$ cat src/rtl/mem_port_sequencer_pkg.sv
// Shared types and defaults for the unified memory port sequencer.
// Holds state encodings and default widths.
package mem_port_sequencer_pkg;

  localparam int AW_DEF  = 32;
  localparam int DW_DEF  = 32;
  localparam int TMO_DEF = 255;

  typedef enum logic [1:0] {
    ST_FETCH  = 2'd0,
    ST_DECODE = 2'd1,
    ST_DATA   = 2'd2,
    ST_COMMIT = 2'd3
  } state_e;

endpackage

$ cat src/rtl/mem_port_sequencer_ack_timeout.sv
// Saturating wait counter for a pending memory request.
// Expires on the TMO_MAX-th request cycle without an ack.
module ack_timeout #(
  parameter int TMO_MAX = 255
) (
  input  logic clk,
  input  logic reset,
  input  logic run,
  input  logic clear,
  output logic expired
);

  localparam int CW   = (TMO_MAX < 1) ? 1 : $clog2(TMO_MAX + 1);
  localparam int LIMI = (TMO_MAX > 0) ? TMO_MAX - 1 : 0;
  localparam logic [CW-1:0] LIM  = CW'(LIMI);
  localparam logic [CW-1:0] MAXV = CW'(TMO_MAX);

  logic [CW-1:0] cnt_q, cnt_d;

  always_comb begin
    cnt_d = cnt_q;
    if (clear) begin
      cnt_d = '0;
    end else if (run && cnt_q < MAXV) begin
      cnt_d = cnt_q + 1'b1;
    end
  end

  always_ff @(posedge clk or posedge reset) begin
    if (reset) cnt_q <= '0;
    else       cnt_q <= cnt_d;
  end

  // Fires in the cycle that would bring the count to TMO_MAX.
  assign expired = (TMO_MAX > 0) && run && (cnt_q >= LIM);

endmodule

$ cat src/rtl/mem_port_sequencer.sv
// Shares one memory port between instruction fetch and data access.
// Each instruction runs FETCH -> DECODE -> [DATA] -> COMMIT.
module mem_port_sequencer
  import mem_port_sequencer_pkg::*;
#(
  parameter int AW      = AW_DEF,
  parameter int DW      = DW_DEF,
  parameter int TMO_MAX = TMO_DEF
) (
  input  logic          clk,
  input  logic          reset,
  input  logic [AW-1:0] pc,
  output logic [DW-1:0] instr,
  input  logic          memwrite,
  input  logic          memread,
  input  logic [AW-1:0] aluout,
  input  logic [DW-1:0] writedata,
  output logic [DW-1:0] readdata,
  output logic          stall,
  output logic          mem_req,
  output logic          mem_we,
  output logic [AW-1:0] mem_addr,
  output logic [DW-1:0] mem_wdata,
  input  logic [DW-1:0] mem_rdata,
  input  logic          mem_ack,
  output logic          tmo_err
);

  state_e        state_q, state_d;
  logic [DW-1:0] instr_q, instr_d;
  logic [DW-1:0] rdata_q, rdata_d;
  logic          req_q, req_d;
  logic          we_q, we_d;
  logic [AW-1:0] addr_q, addr_d;
  logic [DW-1:0] wdata_q, wdata_d;
  logic          tmo_q, tmo_d;
  logic          expired;
  logic          t_run, t_clear;

  assign t_run   = req_q & ~mem_ack;
  assign t_clear = mem_ack | (state_d != state_q);

  ack_timeout #(
    .TMO_MAX (TMO_MAX)
  ) u_tmo (
    .clk     (clk),
    .reset   (reset),
    .run     (t_run),
    .clear   (t_clear),
    .expired (expired)
  );

  always_comb begin
    state_d = state_q;
    instr_d = instr_q;
    rdata_d = rdata_q;
    req_d   = req_q;
    we_d    = we_q;
    addr_d  = addr_q;
    wdata_d = wdata_q;
    tmo_d   = tmo_q;
    unique case (state_q)
      ST_FETCH: begin
        if (!req_q) begin
          req_d  = 1'b1;
          we_d   = 1'b0;
          addr_d = pc;
        end else if (mem_ack) begin
          instr_d = mem_rdata;
          req_d   = 1'b0;
          state_d = ST_DECODE;
        end else if (expired) begin
          tmo_d   = 1'b1;
          req_d   = 1'b0;
          state_d = ST_COMMIT;
        end
      end
      ST_DECODE: begin
        if (memread | memwrite) begin
          addr_d  = aluout;
          wdata_d = writedata;
          we_d    = memwrite;
          state_d = ST_DATA;
        end else begin
          state_d = ST_COMMIT;
        end
      end
      ST_DATA: begin
        // Fields were captured in DECODE; core inputs are not looked at here.
        if (!req_q) begin
          req_d = 1'b1;
        end else if (mem_ack) begin
          if (!we_q) rdata_d = mem_rdata;
          req_d   = 1'b0;
          state_d = ST_COMMIT;
        end else if (expired) begin
          tmo_d   = 1'b1;
          req_d   = 1'b0;
          state_d = ST_COMMIT;
        end
      end
      ST_COMMIT: begin
        state_d = ST_FETCH;
      end
      default: begin
        state_d = ST_FETCH;
      end
    endcase
  end

  always_ff @(posedge clk or posedge reset) begin
    if (reset) begin
      state_q <= ST_FETCH;
      instr_q <= '0;
      rdata_q <= '0;
      req_q   <= 1'b0;
      we_q    <= 1'b0;
      addr_q  <= '0;
      wdata_q <= '0;
      tmo_q   <= 1'b0;
    end else begin
      state_q <= state_d;
      instr_q <= instr_d;
      rdata_q <= rdata_d;
      req_q   <= req_d;
      we_q    <= we_d;
      addr_q  <= addr_d;
      wdata_q <= wdata_d;
      tmo_q   <= tmo_d;
    end
  end

  assign instr     = instr_q;
  assign readdata  = rdata_q;
  assign stall     = (state_q != ST_COMMIT);
  assign mem_req   = req_q;
  assign mem_we    = we_q;
  assign mem_addr  = addr_q;
  assign mem_wdata = wdata_q;
  assign tmo_err   = tmo_q;

endmodule

$ cat config.mk
export PLATFORM = sky130hd
export DESIGN_NAME = mem_port_sequencer
export DESIGN_NICKNAME = d
export VERILOG_FILES = /design/src/rtl/mem_port_sequencer_pkg.sv /design/src/rtl/mem_port_sequencer_ack_timeout.sv /design/src/rtl/mem_port_sequencer.sv
export SDC_FILE = /design/constraint.sdc
export NUM_CORES = 1
export LEC_CHECK = 0
export BUFFER_PORTS_ARGS = -buffer_cell sky130_fd_sc_hd__buf_2
export CAP_MARGIN = 20
export CORE_UTILIZATION = 45
export CTS_CLUSTER_SIZE = 40
export DETAILED_ROUTE_END_ITERATION = 10
export GPL_TIMING_DRIVEN = 0
export HOLD_SLACK_MARGIN = 0.05
export PLACE_DENSITY = 0.83
export SYNTH_ARGS = -nofsm -noshare
export SYNTH_HDL_FRONTEND = slang
export SYNTH_HIERARCHICAL = 1
export SYNTH_SLANG_ARGS = --single-unit
$ cat constraint.sdc
create_clock -name clk -period 11.27 [get_ports clk]
set_clock_uncertainty 0.15 [all_clocks]
set_input_delay 0.5635 -clock clk [delete_from_list [all_inputs] [get_ports clk]]
set_output_delay 0.5635 -clock clk [all_outputs]
set_load 0.01 [all_outputs]
==> results summary <==
The run finished with clean final reports. The post-layout instance count excluding filler cells came out at 859. For the pin with the worst max-slew slack, the measured transition is 0.580 ns. In the routed design, unresolved DRC markers number 0. The critical path starts at mem_req.

The fraction of registers with async set or reset after synthesis is 1.00. The number of instances in the synthesized netlist came out at 387. The I/O pin count is 265. The number of global-route vias before repair is 4488. Once detailed placement completed, the half-perimeter wirelength came to 10900 um.

Counting tap cells, the placed design contains a total of 828 instances. The cell depth of the worst hold path came out at 2. The analysis attributes to cell leakage a power of 3.99 nW.

The cell area power density is 289 nW/um2. In the post-synthesis netlist, the biggest area contributors are sky130_fd_sc_hd__dfrtp_1, sky130_fd_sc_hd__mux2_2, sky130_fd_sc_hd__mux2_4. The synthesized netlist occupies a cell area of 6090 um2. The combinational fraction of design power is 0.405.

The remaining global-route overflow is 0. Across all layers, the routed design uses 4248 vias. The tree is rooted in a sky130_fd_sc_hd__clkbuf_16. The worst register-to-register path has a depth of 9. In this run the critical register-to-register path is captured at u_tmo/cnt_q[5]. The count of TritonRoute iterations in the first routing pass is 4.

The cell that appears most often on the critical path is sky130_fd_sc_hd__nand2_1. Setup repair after global routing left no endpoint under its margin. The largest area contributor in the synthesized netlist is sky130_fd_sc_hd__dfrtp_1.

The hold buffer count at cts came out at 1. STA classifies the critical path startpoint as a register. The placed instances occupy a cell area of 7670 um2. The part of the total power dissipated in sequential elements came out at 0.374. The largest driver fanout on the critical path came out at 9.

The share of synthesized area occupied by flip-flops and latches is 0.579. The routed wire length is 14500 um. The area share of fa/ha/maj cells after synthesis came out at 0.00411. The final number of setup-violating endpoints came out at 0.

The type of the most critical hold path is in -> reg. The clock net sink count came out at 141. The unique cell type count in the Yosys netlist came out at 36. The level count of the clock H-tree came out at 4. The maximum single-stage delay on the critical path came out at 0.47 ns. The antenna violation net count after detailed routing came out at 0. The final hold violation count came out at 0. The mux contribution to synthesized area came out at 0.318. The most critical setup path has its endpoint at u_tmo/cnt_q[5].

In the routed layout, each cell is associated on average with a via count of 4.95. The floorplan has 42 rows. The worst register-to-register path has a setup slack of 8.50 ns. The complex-gate fraction of the synthesized area came out at 0.0187. The overall power consumption came out at 2.38 mW.

The maximum clock path buffer count came out at 2. Dividing the detail-routed wire length by the instance count gives 16.9 um. The die is 118 um wide. The number of flops mapped to enable cells by yosys came out at 0.

At the end of the flow, the number of nets in the layout was 807. The internal power of the cells is 1.61 mW. The synthesized-area fraction occupied by xor and xnor cells is 0.00287. By startpoint and endpoint, the worst setup path is classified as reg -> reg.

The net count of the mapped netlist is 522. The number of setup buffers added after CTS came out at 0. The core region area is 13200 um2. The TritonCTS clock tree is done. At the later pin of the worst-skew pair, clock insertion delay measures 0.41 ns.

The dominant synthesized flop cell is sky130_fd_sc_hd__dfrtp_1. The max-cap check violation count is 0. The antenna cell count came out at 0. The y dimension of the die is 118 um.

The wire length of the first global-routing pass came out at 22800 um. The clock buffer count from CTS came out at 17. The fraction of power spent switching nets came out at 0.323. The endpoint class of the critical path is a register. Yosys printed 6 warnings. The critical path crosses 9 cells after its start point. For this run, the total global-route usage over all layers was measured as 0.213. The simple-gate portion of the synthesized area came out at 0.0413. At the worst endpoint, the required time is 11.41 ns. The largest net degree at the start of global routing came out at 73. In this run the mean area of a mapped cell was 15.7 um2. The share of total power dissipated in the clock network is 0.221. The area enclosed by the die boundary is 14000 um2. The largest family of logic cells by synthesized area is multiplexers.

The fraction of synthesized cell area taken by the top area cell type came out at 0.579. The max-slew violation total from the final report was 0. The fmax came out at 360 MHz. The worst path needs 2.77 ns of the cycle, external delays included. The number of design-rule violations left by the first detailed-router iteration came out at 178. The initial antenna violation count is 0. The count of input and output buffers is 264. The layout overhead on the synthesized area came out at 35.1%. The fraction of the cycle the final worst path needs came out at 0.246. Together, buffers and inverters on the worst path number 2. Data arrives at the worst endpoint at 2.92 ns. The critical path goes through inv_1 -> nor2_1 -> nand3_2 -> nor3_1 -> nand2_1 -> nand2_1 -> buf_1 -> nor2b_1 -> mux2_1. The worst vdd rail ir drop is 0.000132 V.

The startpoint identified for the worst register-to-register timing path is mem_req. After clock tree synthesis, the clock-pin slew on the worst setup and hold paths is 0.06 ns. The final estimated routing congestion in global placement came out at 0.868. The share of post-route cells with drive strength above 1 is 0.701. In this design, the largest share of critical-path delay is due to simple AND/OR/NAND/NOR gates. Summed over all nets, the switching power comes to 0.769 mW. The count of cells resized by post-cts repair came out at 0.

The headroom to the max-slew limit came out at 0.611. The initial core utilization is 0.460. Synthesis inferred 141 register bits. The slowest cell on the critical path is sky130_fd_sc_hd__dfrtp_1.

Setup total negative slack on the finished layout was measured at 0 ns. After routing the design area is 8240 um2.
[worst register-to-register path: cells and delay by family, from the launching register on]
kind	cells	cell delay, ns
DFF	1	0.47
muxes	1	0.32
buffers and inverters	2	0.45
and+or+nand+nor	6	1.27
[cell usage in the layout, fill, tap and decap left out, types with 2 or more instances in the layout]
cell type / instances
sky130_fd_sc_hd__a211oi_1: 2
sky130_fd_sc_hd__a21oi_1: 2
sky130_fd_sc_hd__buf_2: 264
sky130_fd_sc_hd__buf_4: 6
sky130_fd_sc_hd__buf_6: 9
sky130_fd_sc_hd__buf_8: 3
sky130_fd_sc_hd__bufinv_16: 2
sky130_fd_sc_hd__clkbuf_1: 3
sky130_fd_sc_hd__clkbuf_16: 17
sky130_fd_sc_hd__clkinv_2: 2
sky130_fd_sc_hd__clkinv_4: 4
sky130_fd_sc_hd__clkinvlp_4: 2
sky130_fd_sc_hd__dfrtp_1: 141
sky130_fd_sc_hd__ha_1: 2
sky130_fd_sc_hd__inv_1: 5
sky130_fd_sc_hd__mux2_1: 4
sky130_fd_sc_hd__mux2_2: 123
sky130_fd_sc_hd__mux2_4: 34
sky130_fd_sc_hd__nand2_1: 8
sky130_fd_sc_hd__nand3_1: 5
sky130_fd_sc_hd__nor2_1: 12
sky130_fd_sc_hd__nor2b_1: 2
sky130_fd_sc_hd__nor2b_4: 2
sky130_fd_sc_hd__nor3_1: 3
sky130_fd_sc_hd__o21ai_0: 4
sky130_fd_sc_hd__xnor2_1: 2
[routing by layer]
layer | wire, um | GRT usage
met5 | 0 | 0
met4 | 397 | 0.108
met3 | 857 | 0.0468
met2 | 7570 | 0.385
met1 | 5660 | 0.236
[power by group through the flow]
stage | Sequential [mW] | Clock (mW) | Combinational, mW
2_1_floorplan | 0.998 | 0 | 0.482
3_3_place_gp | 0.877 | 0 | 0.941
3_5_place_dp | 0.891 | 0 | 0.974
4_1_cts | 0.889 | 0.537 | 0.976
5_1_grt | 0.919 | 0.562 | 1.03
6_report | 0.888 | 0.527 | 0.962
[cell type report]
class                      instances  area, um2
fill                            1000       5010
sequential                       141       3530
multi-input combinational        221       2350
timing repair buffer             266       1360
clock buffer                      20        437
tap                              176        220
buffer                            19        195
clock inverter                    10        120
inverter                           6       27.5
[synth_stat cells, types with 2 or more instances]
cell type                    n
sky130_fd_sc_hd__dfrtp_1   141
sky130_fd_sc_hd__nand3_1     5
sky130_fd_sc_hd__nand2_1     8
sky130_fd_sc_hd__mux2_2    123
sky130_fd_sc_hd__a21oi_1     2
sky130_fd_sc_hd__nor2b_4     2
sky130_fd_sc_hd__nor2_1     12
sky130_fd_sc_hd__a211oi_1    2
sky130_fd_sc_hd__buf_8       3
sky130_fd_sc_hd__nor3_1      3
sky130_fd_sc_hd__mux2_4     34
sky130_fd_sc_hd__nor2b_1     2
sky130_fd_sc_hd__mux2_1      4
sky130_fd_sc_hd__buf_6       9
sky130_fd_sc_hd__xnor2_1     2
sky130_fd_sc_hd__buf_4       6
sky130_fd_sc_hd__o21ai_0     4
sky130_fd_sc_hd__ha_1        2
sky130_fd_sc_hd__inv_1       6
[registers in the layout (all words and copies together) (netlist names)]
signal	cells
instr	32
mem_addr	32
mem_wdata	32
readdata	32
u_tmo/cnt_q	8
state_q	2
mem_req	1
mem_we	1
tmo_err	1
[metrics by stage]
stage	worst slack (ns)	hold WS (ns)	utilization
finish	8.50	0.224	0.622
global route	8.29	0.205	0.622
CTS	8.53	0.207	0.622
detailed placement	8.44	0.320	0.579
global placement	5.82	0.299	0.577
floorplan	7.00	0.229	-
[how the worst min path moves through the flow]
stage	slack, ns	endpoint	startpoint
3_3_place_gp	0.30	tmo_err	tmo_err
5_1_grt	0.21	mem_wdata[13]	writedata[13]
6_report	0.22	mem_wdata[22]	writedata[22]
3_5_place_dp	0.32	readdata[5]	readdata[5]
2_1_floorplan	0.23	u_tmo/cnt_q[0]	reset
4_1_cts	0.21	mem_wdata[22]	writedata[22]
[cells by family (layout without fill, tap and decap cells)]
family	Yosys count	count (layout)
xor+xnor	2	2
flops	141	141
simple gates	41	41
fa+ha+maj	2	2
compound gates	15	15
buf+inv	25	321
mux	161	161
No activity file was read; power rests on OpenSTA's default activity.
